--- src/rtl/fifo_umbral_pkg.sv ---
// fifo_umbral shared definitions: default geometry and the per-edge operation code.
// Revision 1.0
`default_nettype none

package fifo_umbral_pkg;

  localparam int DEF_DATA_W = 6;
  localparam int DEF_ADDR_W = 2;

  // Encoded as {pop_accepted, push_accepted}
  typedef enum logic [1:0] {
    OP_IDLE = 2'b00,
    OP_PUSH = 2'b01,
    OP_POP  = 2'b10,
    OP_BOTH = 2'b11
  } fifo_op_e;

  function automatic fifo_op_e encode_op(input logic push_ok, input logic pop_ok);
    return fifo_op_e'({pop_ok, push_ok});
  endfunction

endpackage

`default_nettype wire

--- src/rtl/fifo_umbral_mem_2p.sv ---
// Dual-port register file: one synchronous write port, one registered read port.
// Revision 1.0
`default_nettype none

module fifo_umbral_mem_2p #(
  parameter int DATA_W = 6,
  parameter int ADDR_W = 2
) (
  input  logic              clk,
  input  logic              reset,
  input  logic              we,
  input  logic [ADDR_W-1:0] waddr,
  input  logic [DATA_W-1:0] wdata,
  input  logic              re,
  input  logic [ADDR_W-1:0] raddr,
  output logic [DATA_W-1:0] rdata
);

  logic [DATA_W-1:0] mem [2**ADDR_W];

  always_ff @(posedge clk) begin
    if (we) begin
      mem[waddr] <= wdata;
    end
  end

  // Read register holds its last value when no read is requested
  always_ff @(posedge clk or negedge reset) begin
    if (!reset) begin
      rdata <= '0;
    end else if (re) begin
      rdata <= mem[raddr];
    end
  end

endmodule

`default_nettype wire

--- src/rtl/fifo_umbral.sv ---
// Synchronous FIFO with live almost-empty/almost-full thresholds and a one-cycle error pulse.
// Revision 1.0
`default_nettype none

module fifo_umbral
  import fifo_umbral_pkg::*;
#(
  parameter int DATA_W = DEF_DATA_W,
  parameter int ADDR_W = DEF_ADDR_W
) (
  input  logic              clk,
  input  logic              reset,
  input  logic [ADDR_W-1:0] umbral_bajo,
  input  logic [ADDR_W-1:0] umbral_alto,
  input  logic              push,
  input  logic [DATA_W-1:0] data_in,
  input  logic              pop,
  output logic [DATA_W-1:0] data_out,
  output logic              valid_out,
  output logic [ADDR_W:0]   count,
  output logic              empty,
  output logic              full,
  output logic              almost_empty,
  output logic              almost_full,
  output logic              error
);

  localparam logic [ADDR_W:0] DEPTH = {1'b1, {ADDR_W{1'b0}}};

  logic [ADDR_W-1:0] wr_ptr;
  logic [ADDR_W-1:0] rd_ptr;
  logic              push_ok;
  logic              pop_ok;
  logic              violation;
  fifo_op_e          op;

  assign empty        = (count == '0);
  assign full         = (count == DEPTH);
  assign almost_empty = (count <= {1'b0, umbral_bajo});
  assign almost_full  = (umbral_alto != '0) && (count >= {1'b0, umbral_alto});

  // A pop on a full FIFO frees the slot the push lands in; an empty FIFO never bypasses
  assign push_ok   = push && (!full || pop);
  assign pop_ok    = pop && !empty;
  assign violation = (push && full && !pop) || (pop && empty);
  assign op        = encode_op(push_ok, pop_ok);

  always_ff @(posedge clk or negedge reset) begin
    if (!reset) begin
      wr_ptr    <= '0;
      rd_ptr    <= '0;
      count     <= '0;
      valid_out <= 1'b0;
      error     <= 1'b0;
    end else begin
      valid_out <= pop_ok;
      error     <= violation;
      if (push_ok) begin
        wr_ptr <= wr_ptr + 1'b1;
      end
      if (pop_ok) begin
        rd_ptr <= rd_ptr + 1'b1;
      end
      case (op)
        OP_PUSH: count <= count + 1'b1;
        OP_POP:  count <= count - 1'b1;
        default: count <= count;
      endcase
    end
  end

  fifo_umbral_mem_2p #(
    .DATA_W(DATA_W),
    .ADDR_W(ADDR_W)
  ) u_mem (
    .clk  (clk),
    .reset(reset),
    .we   (push_ok),
    .waddr(wr_ptr),
    .wdata(data_in),
    .re   (pop_ok),
    .raddr(rd_ptr),
    .rdata(data_out)
  );

endmodule

`default_nettype wire
--- config.mk ---
export PLATFORM = sky130hd
export DESIGN_NAME = fifo_umbral
export DESIGN_NICKNAME = d
export VERILOG_FILES = /design/src/rtl/fifo_umbral_pkg.sv /design/src/rtl/fifo_umbral_mem_2p.sv /design/src/rtl/fifo_umbral.sv
export SDC_FILE = /design/constraint.sdc
export NUM_CORES = 1
export LEC_CHECK = 0
export CAP_MARGIN = 20
export CORE_MARGIN = 2
export CORE_UTILIZATION = 30
export DETAILED_ROUTE_END_ITERATION = 7
export GPL_ROUTABILITY_DRIVEN = 1
export GPL_TIMING_DRIVEN = 0
export MAX_ROUTING_LAYER = met4
export PLACE_DENSITY = 0.59
export SLEW_MARGIN = 0
export SYNTH_ARGS = -nofsm -noshare
export SYNTH_HDL_FRONTEND = slang
export SYNTH_SLANG_ARGS = --single-unit
--- constraint.sdc ---
create_clock -name clk -period 4.5 [get_ports clk]
set_input_delay 0.45 -clock clk [delete_from_list [all_inputs] [get_ports clk]]
set_output_delay 0.45 -clock clk [all_outputs]
set_load 0.02 [all_outputs]
# [Word-level counts from Yosys, hierarchy flattened]
# Memories as Yosys holds them, arrays and structs flattened. A register that Yosys moved wholly into a read port is not among the register bits.
# Index checks and enable logic that the tools add are counted.
[op_classes] muxes=3 n_addsub=4 n_eq_ne=3 magnitude_cmp=2 n_reduce_logical=15
[op_table] op="logical AND 1 bit" count=6
[op_table] op="case mux 3 bit (2 select lines)" count=1
[op_table] op="adder 2 x 1 -> 2 bit (second input constant)" count=2
[op_table] op="logical NOT 1 bit" count=4
[op_table] op="nonzero test 2 bit" count=2
[op_table] op="adder 3 x 1 -> 3 bit (second input constant)" count=1
[op_table] op="equality test 3 bit (second input constant)" count=1
[op_table] op="greater-or-equal comparator 3 x 2 -> 1 bit" count=1
[op_table] op="<= comparator 3 x 2 -> 1 bit" count=1
[op_table] op="logical NOT 3 bit" count=1
[op_table] op="subtractor 3 x 1 -> 3 bit (second input constant)" count=1
[op_table] op="equality test 2 x 1 -> 1 bit (second input constant)" count=1
[op_table] op="equality test 2 bit (second input constant)" count=1
[op_table] op="logical OR 1 bit" count=2
[op_table] op="2-to-1 mux 1 bit" count=2
[totals] register_bits=9 out_inout_bits=15 memories=1 ramBits=24
[memory_table] memory="u_mem.mem" words=4 width=6 read_ports=1 rd_clocked_by_memory_dff=1 wr=1 line_no="fifo_umbral_mem_2p.sv:19" text="logic [DATA_W-1:0] mem [2**ADDR_W];"

# [Depth between registers and ports, before layout]
# Gate-level depths: netlist of run 1.
[logic_depth] ltp_word=6 ltp_mapped=9 ltp_nobuf=9

# [Modules after synthesis]
# From an unflattened synthesis of run 1, not the netlist that was laid out.
[hier_totals] cells_unflattened=110 hier_area_um2=1654.1
[modules_own_cells] mod="fifo_umbral_mem_2p" cells_each=62 area_each_um2=1132.3 n_inst=1 seq_area_each_um2=870.8
[modules_own_cells] mod="fifo_umbral" cells_each=48 area_each_um2=521.8 n_inst=1 seq_area_each_um2=225.2

# [Least setup slack after synthesis of run 1]
# Ideal clock, no wire load.
[synth_path] kind="register -> register" start="register count[2]" end="register count[2]" stages_incl_launch_ff=10 arrival_ns=2.170 t_required_ns=4.420 period_less_slack_ns=2.250 setup_time_ns=0.080 path_slack_ns=2.250 path_cell_list="dfrtp_1 -> or3b_1 -> o21a_4 -> inv_1 -> ha_1 -> inv_1 -> fa_1 -> xor2_1 -> nor2_1 -> xor2_1"
[synth_between] elab_chain_cells=6 word_cells_on_any_way=13 classes_between="2 x add/sub; 3 x eq/ne; 1 x mux; 7 x reduce/logical"
[synth_rtl] item="from (decl)" line_no="fifo_umbral.sv:20" text="output logic [ADDR_W:0] count,"
[synth_rtl] item="from (signal assigned)" line_no="fifo_umbral.sv:65" text="OP_PUSH: count <= count + 1'b1;"
[synth_rtl] item="from (signal assigned)" line_no="fifo_umbral.sv:66" text="OP_POP: count <= count - 1'b1;"
[synth_rtl] item="from (signal assigned)" line_no="fifo_umbral.sv:67" text="default: count <= count;"
[synth_rtl] item="equality test 3 bit" line_no="fifo_umbral.sv:38" text="assign full = (count == DEPTH);"
[synth_rtl] item="logical NOT 1 bit" line_no="fifo_umbral.sv:43" text="assign push_ok = push && (!full || pop);"
[synth_rtl] item="logical OR 1 bit" line_no="fifo_umbral.sv:43"
[synth_rtl] item="logical AND 1 bit" line_no="fifo_umbral.sv:43"
[synth_rtl] item="equality test 2 bit / equality test 2 x 1 -> 1 bit (equally long branches)" line_no="fifo_umbral.sv:64" text="case (op)"
[synth_rtl] item="case mux 3 bit (2 select lines) / nonzero test 2 bit (equally long branches)"
# Parallel ways exist; a longest one is shown, timed or not.
# A chain may end at the register's enable or synchronous reset.

# [Worst setup path in the final report of run 1]
[layout_path] start="input port umbral_bajo[1]" end="output port almost_empty"
[layout_between] elab_chain_cells=1
[layout_rtl] item="from (decl)" line_no="fifo_umbral.sv:13" text="input logic [ADDR_W-1:0] umbral_bajo,"
[layout_rtl] item="<= comparator 3 x 2 -> 1 bit" line_no="fifo_umbral.sv:39" text="assign almost_empty = (count <= {1'b0, umbral_bajo});"
[layout_rtl] item="to (decl)" line_no="fifo_umbral.sv:23" text="output logic almost_empty,"
# No other way between the ends.

==> results of run 1 <==
[metal layers]
metal / part of all wire (%) / wire (µm)
met5: 0 / 0
met4: 1.7 / 50
met3: 4.8 / 137
met2: 52 / 1490
met1: 41 / 1180
[per-stage QoR]
stage | hold WS (ns) | util (%) | worst slack [ns]
after CTS | 0.481 | 39.1 | 1.91
after detailed placement | 0.462 | 37.5 | 1.92
after global routing | 0.513 | 39.1 | 1.81
after global placement | 0.460 | 37.5 | 1.92
after floorplan | 0.154 | - | 2.25
final | 0.473 | 39.1 | 1.91
[power by group through the flow]
stage / logic, mW / clock network (mW) / registers, mW
floorplan: 0.310 / 0 / 0.605
global placement: 0.558 / 0 / 0.557
detailed placement: 0.579 / 0 / 0.563
CTS: 0.581 / 0.230 / 0.556
global route: 0.621 / 0.251 / 0.568
finish: 0.567 / 0.223 / 0.554
[sequential cells by signal (all words and copies together) (netlist names)]
| register | count |
|---|---|
| wr_ptr | 2 |
| count | 3 |
| rd_ptr | 2 |
| u_mem.mem | 24 |
| error | 1 |
| u_mem.rdata | 6 |
| valid_out | 1 |
[how the worst max path moves through the flow]
stage                                     from                    to  slack (ns)  cells past startpoint
after floorplan           count[2]$_DFFE_PN0P_  count[2]$_DFFE_PN0P_        2.25                      9
after global placement          umbral_bajo[1]          almost_empty        1.92                      6
after detailed placement        umbral_bajo[1]          almost_empty        1.92                      6
after CTS                       umbral_bajo[1]          almost_empty        1.91                      6
after global routing            umbral_bajo[1]          almost_empty        1.81                      6
final                           umbral_bajo[1]          almost_empty        1.91                      6
[cell usage in the layout, fill, tap and decap left out]
cell type,Yosys,layout
a21o_1,1,1
a21oi_1,3,3
and2_2,4,4
buf_1,1,1
buf_2,1,1
clkbuf_1,0,1
clkbuf_8,0,5
clkdlybuf4s50_1,0,28
clkinv_2,0,1
clkinvlp_4,0,1
dfrtp_1,15,15
edfxtp_1,24,24
fa_1,1,1
ha_1,9,9
inv_1,11,11
inv_2,1,1
mux2_4,1,1
mux2i_1,1,1
mux4_2,6,6
nand2_1,20,20
nor2_1,4,4
nor3_1,1,1
o21a_4,1,1
o21ai_0,1,1
o31ai_2,1,1
or3b_1,1,1
xnor2_1,4,4
xor2_1,2,2
[area by class of cell]
cell class | instances | area (µm²) | share of cell area (%)
multi-input combinational | 61 | 534 | 25.0
clock inverter | 2 | 12.5 | 0.585
timing repair buffer | 28 | 280 | 13.1
tap | 72 | 90.1 | 4.21
buffer | 2 | 8.76 | 0.409
sequential | 39 | 1100 | 51.2
inverter | 12 | 45.0 | 2.11
clock buffer | 6 | 72.6 | 3.39
[critical path: stages]
cell,delay (ns)
clkdlybuf4s50_1,0.46
inv_1,0.04
ha_1,0.30
a21o_1,0.16
a21oi_1,0.11
clkdlybuf4s50_1,0.61
[cell families (layout without fill, tap and decap cells)]
logic type / Yosys count / count (layout) / synth area share [%]
DFF: 39 / 39 / 65.1
and+or+nand+nor: 30 / 30 / 7.95
buffers and inverters: 14 / 50 / 3.19
adders and majority gates: 10 / 10 / 7.88
muxes: 8 / 8 / 9.51
AOI/OAI and AO/OA: 7 / 7 / 3.27
xor gates and xnor gates: 6 / 6 / 3.12
==> summary.md, run 1 <==
| Metric | Value |
|---|---|
| Status | complete, no violations |
| Hold Fails Final Rpt | 0 |
| Synth area leaders | edfxtp_1, dfrtp_1, mux4_2, ha_1, nand2_1 |
| Fmax | 387 MHz |
| Number of nets still failing antenna checks after routing | 0 |
| DRT iter0 DRCs | 9 |
| Critical path arrival | 2.14 ns |
| Met3 usage | 3.86% |
| Count of input and output buffers | 28 |
| Die span in y | 78.9 µm |
| Least-Margin Pin Slew | 0.685 ns |
| Leakage | 0.861 nW |
| Drc violations | 0 |
| Placed Area | 2050 µm² |
| Gates resized, CTS repair | 0 |
| Design area | 2140 µm² |
| Max Cap Viol | 0 |
| Post-DP HPWL | 2090 µm |
| Area Growth Syn to Fin | 27.0% |
| Final Power | roughly 1.3 mW |
| Post-synth top cells | edfxtp_1, nand2_1, dfrtp_1 |
| Most frequent cell after synthesis | edfxtp_1 |
| Initial Util | about 31% |
| Sw Share | between 30% and 40% |
| # diodes | 0 |
| Number of global-route vias before repair | 977 |
| Synth top area share | roughly 43% |
| Seq pwr share | between 40% and 50% |
| Clk_lat worst skew | roughly 0.29 ns |
| Core ar. | about 5500 µm² |
| Vias per cell | around 4.2 |
| Worst Hold Depth | 2 |
| Post-synth top flop | edfxtp_1 |
| Reg2reg start | count[2]$_DFFE_PN0P_ |
| Max_slew headroom | a little over half |
| Distinct cells, synth | 23 |
| Root Driver | clkbuf_8 |
| Grt peak-use layer | met2 |
| Synth area leader | edfxtp_1 |
| Worst reg-to-reg path cell count | 9 |
| Unrepaired setup endpoints after global routing | no |
| CP startpoint kind | primary input |
| FFs w/ async S/R, synth | 38.5% |
| Largest net degree at the start of global routing | 16 |
| Layout Cells excl Fill | 222 |
| DR WL/cell | 12.9 µm |
| Longest Clk Path Bufs | 2 |
| FF-to-FF End | count[2]$_DFFE_PN0P_ |
| Clock Sinks | 39 |
| Hold Crit Start | u_mem.rdata[3]$_DFFE_PN0P_ |
| I/O pin count | 29 |
| Num CTS Buffers | 5 |
| Crit path capture type | output port |
| Via count | 937 |
| H-tree lvl count | 2 |
| Hold/Removal Path Class | reg2reg |
| Met1 Resource Use GR | 11.6% |
| Syn Nets | 138 |
| Fin crit period | 2.59 ns |
| Number of synthesized flops with an enable pin | 24 |
| Chip Width | 78.9 µm |
| CTS tree | done |
| Final setup TNS | 0 ns |
| Pwr dens | ~630 nW/µm² |
| Clk network pwr share | 16.6% |
| Max-slew violations | 0 |
| Worst R2R Setup Slack | 2.19 ns |
| Int Pwr | 877 µW |
| Final setup fails | 0 |
| Critical path class | in2out |
| Synth warn | 0 |
| Gr usage total | 10.7% |
| Reg clk slew, reported paths | 0.07 ns |
| Synth Instances | between 100 and 150 |
| Fin crit share | between 50% and 60% |
| Initial antenna violation count | 0 |
| Worst vdd ir | 0.216 mV |
| # fillers | 514 |
| GR Overflow Total | 0 |
| Logic pwr share | 42.2% |
| Inst Count DP | 214 |
| Final WL | ~2900 µm |
| Seq cells post-synth | 39 |
| Switch Pwr | 466 µW |
| Mapped cell area | 1680 µm² |
| Num rows | 27 |
| GPL Wtd Cong | 0.677 |
| Maximum fanout along the worst path | 2 |
| 1st-pass router iterations | 4 |
| Post-CTS Hold Buffers | 0 |
| Mean Syn Cell Area | 14.8 µm² |
| First-pass GRT wire length | 4710 µm |
| Hold path endpoint | u_mem.rdata[3]$_DFFE_PN0P_ |
| Fin Clk Skew | 0.00538 ns |
| Met2 Usage GRT | 17.9% |
| Die area | 6230 µm² |
| Final #Nets | 173 |
| Layout cells sized above 1 | between 10% and 20% |
| Setup repair bufs after CTS | 0 |
| Post-synthesis sequential area ratio | 65.1% |
| WP data required | 4.05 ns |
Power figures use the tool's default switching activity.
==> run 2: changes to the inputs <==
==> constraint.sdc (replaced) <==
create_clock -name clk -period 2.5 [get_ports clk]
set_input_delay 0.25 -clock clk [delete_from_list [all_inputs] [get_ports clk]]
set_output_delay 0.25 -clock clk [all_outputs]
set_load 0.02 [all_outputs]
==> results of run 2 <==
The final DEF is identical to that of run 1. Status: complete, no violations.
Main changes from that run: setup slack after placement 1.92 ns -> 0.149 ns; setup slack after layout 1.91 ns -> 0.191 ns; hold slack 0.473 ns -> 0.375 ns; start point of the critical path umbral_bajo[1] -> count[2]$_DFFE_PN0P_; end point of the critical path almost_empty -> count[2]$_DFFE_PN0P_; register-to-register setup slack 2.19 ns -> 0.19 ns; total power 1.34 mW -> 2.42 mW; worst IR drop on VDD 0.216 mV -> 0.389 mV
==> run 3: changes to the inputs <==
--- a/config.mk
+++ b/config.mk
@@ -5,6 +5,7 @@
 export SDC_FILE = /design/constraint.sdc
 export NUM_CORES = 1
 export LEC_CHECK = 0
+export ABC_AREA = 1
 export CAP_MARGIN = 20
 export CORE_MARGIN = 2
 export CORE_UTILIZATION = 30
==> summary.md, run 3 <==
| Metric | Value |
|---|---|
| Area Growth Syn to Fin | 24.4% (was 27.0%) |
| Clk_lat worst skew | 0.28 ns (was 0.29 ns) |
| Switch Pwr | 989 µW (was 838 µW) |
| Number of nets still failing antenna checks after routing | 0 (unchanged) |
| Commonest non-fill, non-tap cells in the layout | nand2_1, inv_1, clkdlybuf4s50_1 (was clkdlybuf4s50_1, edfxtp_1, nand2_1) |
| Via count | 1245 (was 937) |
| Placed Area | 2230 µm² (was 2050 µm²) |
| Layout Cells excl Fill | 304 (was 222) |
| Number of synthesized flops with an enable pin | 24 (unchanged) |
| Clock Sinks | 39 (unchanged) |
| Logic pwr share | 45.5% (was 42.2%) |
| DR WL/cell | 10.9 µm (was 12.9 µm) |
| Hold/Removal Path Class | in2async (unchanged) |
| GPL Wtd Cong | 0.792 (was 0.677) |
| H-tree lvl count | 2 (unchanged) |
| Count of input and output buffers | 28 (unchanged) |
| Design area | 2310 µm² (was 2140 µm²) |
| Pwr dens | 1100 nW/µm² (was 1130 nW/µm²) |
| Final Power | 2.56 mW (was 2.42 mW) |
| # diodes | 0 (unchanged) |
| Drc violations | 0 (unchanged) |
| Die span in y | 82.8 µm (was 78.9 µm) |
| Post-synth top cells | nand2_1, inv_1, edfxtp_1 (was edfxtp_1, nand2_1, dfrtp_1) |
| Mean Syn Cell Area | 9.64 µm² (was 14.8 µm²) |
| Gates resized, CTS repair | 0 (unchanged) |
| Leakage | 1.10 nW (was 0.861 nW) |
| Reg area | 1100 µm² (unchanged) |
| Most frequent cell after synthesis | nand2_1 (was edfxtp_1) |
| GR Overflow Total | 0 (unchanged) |
| I/O pin count | 29 (unchanged) |
| Longest Clk Path Bufs | 2 (unchanged) |
| First-pass GRT wire length | 5580 µm (was 4710 µm) |
| Sw Share | 38.7% (was 34.7%) |
| Die area | 6850 µm² (was 6230 µm²) |
| Syn Nets | 217 (was 138) |
| Largest regs | u_mem.mem (24), u_mem.rdata (6), count (3) (unchanged) |
| Number of flip-flops in the largest register | 24 (unchanged) |
| Inst Count DP | 296 (was 214) |
| Mapped cell area | 1860 µm² (was 1680 µm²) |
| Max_slew headroom | 53.9% (was 54.2%) |
| Seq cells post-synth | 39 (unchanged) |
| Critical path class | reg2out (was reg2reg) |
| Synth Instances | 193 (was 114) |
| Layout cells sized above 1 | 7.42% (was 14.7%) |
| Chip Width | 82.8 µm (was 78.9 µm) |
| Synth area leader | edfxtp_1 (unchanged) |
| Final #Nets | 252 (was 173) |
| Post-CTS Hold Buffers | 0 (unchanged) |
| Critical path cell sequence | inv_1, ha_1, o21ai_0, a21oi_1, clkdlybuf4s50_1 (was or3b_1, o21a_4, inv_1, ha_1, inv_1, fa_1, xor2_1, nor2_1, xor2_1) |
| FFs w/ async S/R, synth | 38.5% (unchanged) |
| Vias per cell | 4.10 (was 4.22) |
| Multi-input logic area | 569 µm² (was 534 µm²) |
| Number of global-route vias before repair | 1194 (was 977) |
| Reg clk slew, reported paths | 0.07 ns (about the same) |
| Num CTS Buffers | 5 (unchanged) |
| Synth area leaders | edfxtp_1, dfrtp_1, nand2_1, inv_1, ha_1 (was edfxtp_1, dfrtp_1, mux4_2, ha_1, nand2_1) |
| Post-synthesis sequential area ratio | 58.9% (was 65.1%) |
| Synth warn | 0 (unchanged) |
| Fin crit period | 2.22 ns (was 2.31 ns) |
| Fin Clk Skew | 0.00302 ns (was 0.00538 ns) |
| Largest net degree at the start of global routing | 16 (unchanged) |
| Final WL | 3310 µm (was 2860 µm) |
| Post-DP HPWL | 2440 µm (was 2090 µm) |
| Max-slew violations | 0 (unchanged) |
| Final setup fails | 0 (unchanged) |
| Fmax | 450 MHz (was 433 MHz) |
| Num rows | 28 (was 27) |
| CTS tree | done (unchanged) |
| WP data required | 2.25 ns (was 2.71 ns) |
| CP max stage cell | clkdlybuf4s50_1 (was dfrtp_1) |
| Biggest register | u_mem.mem (unchanged) |
| Fin crit share | 88.8% (was 92.4%) |
| Root Driver | clkbuf_8 (unchanged) |
| Unrepaired setup endpoints after global routing | no (unchanged) |
| Gr usage total | 11.6% (was 10.7%) |
| Clk network pwr share | 15.5% (was 16.6%) |
| # fillers | 605 (was 514) |
| Seq pwr share | 39.0% (was 41.2%) |
| Setup repair bufs after CTS | 0 (unchanged) |
| CP startpoint kind | flip-flop (unchanged) |
| WP buf/inv | 2 (unchanged) |
| Initial Util | 31.2% (was 30.8%) |
| Initial antenna violation count | 0 (unchanged) |
| Core ar. | 5960 µm² (was 5470 µm²) |
| Crit path capture type | output port (was flip-flop) |
| Critical path arrival | 1.97 ns (was 2.52 ns) |
| Status | complete, no violations (unchanged) |
| 1st-pass router iterations | 4 (unchanged) |
| Post-synth top flop | edfxtp_1 (unchanged) |
| Synth top area share | 38.7% (was 42.8%) |
| Hold Fails Final Rpt | 0 (unchanged) |
| Least-Margin Pin Slew | 0.689 ns (was 0.685 ns) |
| Maximum fanout along the worst path | 5 (was 7) |
| DRT iter0 DRCs | 49 (was 9) |
| Top cell family by delay on the critical path | buffers and inverters (was adder cells) |
| Worst vdd ir | 0.342 mV (was 0.389 mV) |
| Int Pwr | 1.57 mW (was 1.58 mW) |
| Commonest non-fill, non-tap cell in the layout | nand2_1 (was clkdlybuf4s50_1) |
| Distinct cells, synth | 24 (was 23) |
| Max Cap Viol | 0 (unchanged) |
| Final setup TNS | 0 ns (unchanged) |
| Max stage delay on crit path | 0.61 ns (was 0.49 ns) |
-- run 3: changes by cell type after synthesis, sizes merged, moves of 2 or more --
cell   previous run  this run
xnor2             4         2
and2              4         0
mux4              6         0
nand2            20        61
o21ai             1         3
inv              12        45
nor2              4         7
nand3             0        16
-- run 3: cell type report --
type	instances	share of cell area (%)
multi-input cells	106	24.6
flip-flops and latches	39	47.4
repair buffers	28	12.1
clock buffers	8	3.46
plain buffers	3	1.03
inverters	45	7.41
well taps	75	4.05
-- run 3: path summary, 6_finish.rpt --
kind | cells after the start | slack, ns | end | startpoint
setup reg to reg | 9 | 0.52 | count[2]$_DFFE_PN0P_ | count[1]$_DFFE_PN0P_
hold / removal | 1 | 0.38 | error$_DFF_PN0_ | reset
hold reg to reg | 2 | 0.48 | u_mem.rdata[0]$_DFFE_PN0P_ | u_mem.rdata[0]$_DFFE_PN0P_
min in group clk | 2 | 0.48 | u_mem.rdata[0]$_DFFE_PN0P_ | u_mem.rdata[0]$_DFFE_PN0P_
max in group asynchronous | 1 | 1.68 | u_mem.rdata[1]$_DFFE_PN0P_ | reset
setup / recovery | 5 | 0.28 | almost_full | count[0]$_DFFE_PN0P_
-- run 3: cells by family (layout without fill, tap and decap cells) --
group                      after synthesis  in the layout  share of synthesized area (%)
DFF                                     39             39                           58.9
xor gates and xnor gates                 4              4                           1.88
adders and majority gates               10             10                           7.13
and+or+nand+nor                         85             85                           19.4
buffers and inverters                   48             84                           10.5
AOI/OAI and AO/OA                        7              7                           2.22
-- run 3: layer usage --
layer | GRT usage (%) | part of all wire (%)
met2 | 17.5 | 46
met1 | 14.5 | 48
met3 | 3.26 | 4.4
met4 | 5.41 | 1.5
met5 | - | 0
-- run 3: stage by stage --
stage	util (%)	setup slack, ns	hold WS [ns]
2_1_floorplan	-	0.573	-0.0456
3_3_place_gp	37.5	0.315	0.468
3_5_place_dp	37.5	0.310	0.465
4_1_cts	38.9	0.240	0.393
5_1_grt	38.9	0.129	0.438
6_report	38.9	0.279	0.380
-- run 3: power groups by stage --
stage | Combinational [mW] | Sequential, mW | Clock [mW]
finish | 1.16 | 0.998 | 0.396
global placement | 1.16 | 1.01 | 0
floorplan | 0.666 | 1.09 | 0
CTS | 1.19 | 1.00 | 0.411
global route | 1.32 | 1.03 | 0.446
detailed placement | 1.18 | 1.01 | 0
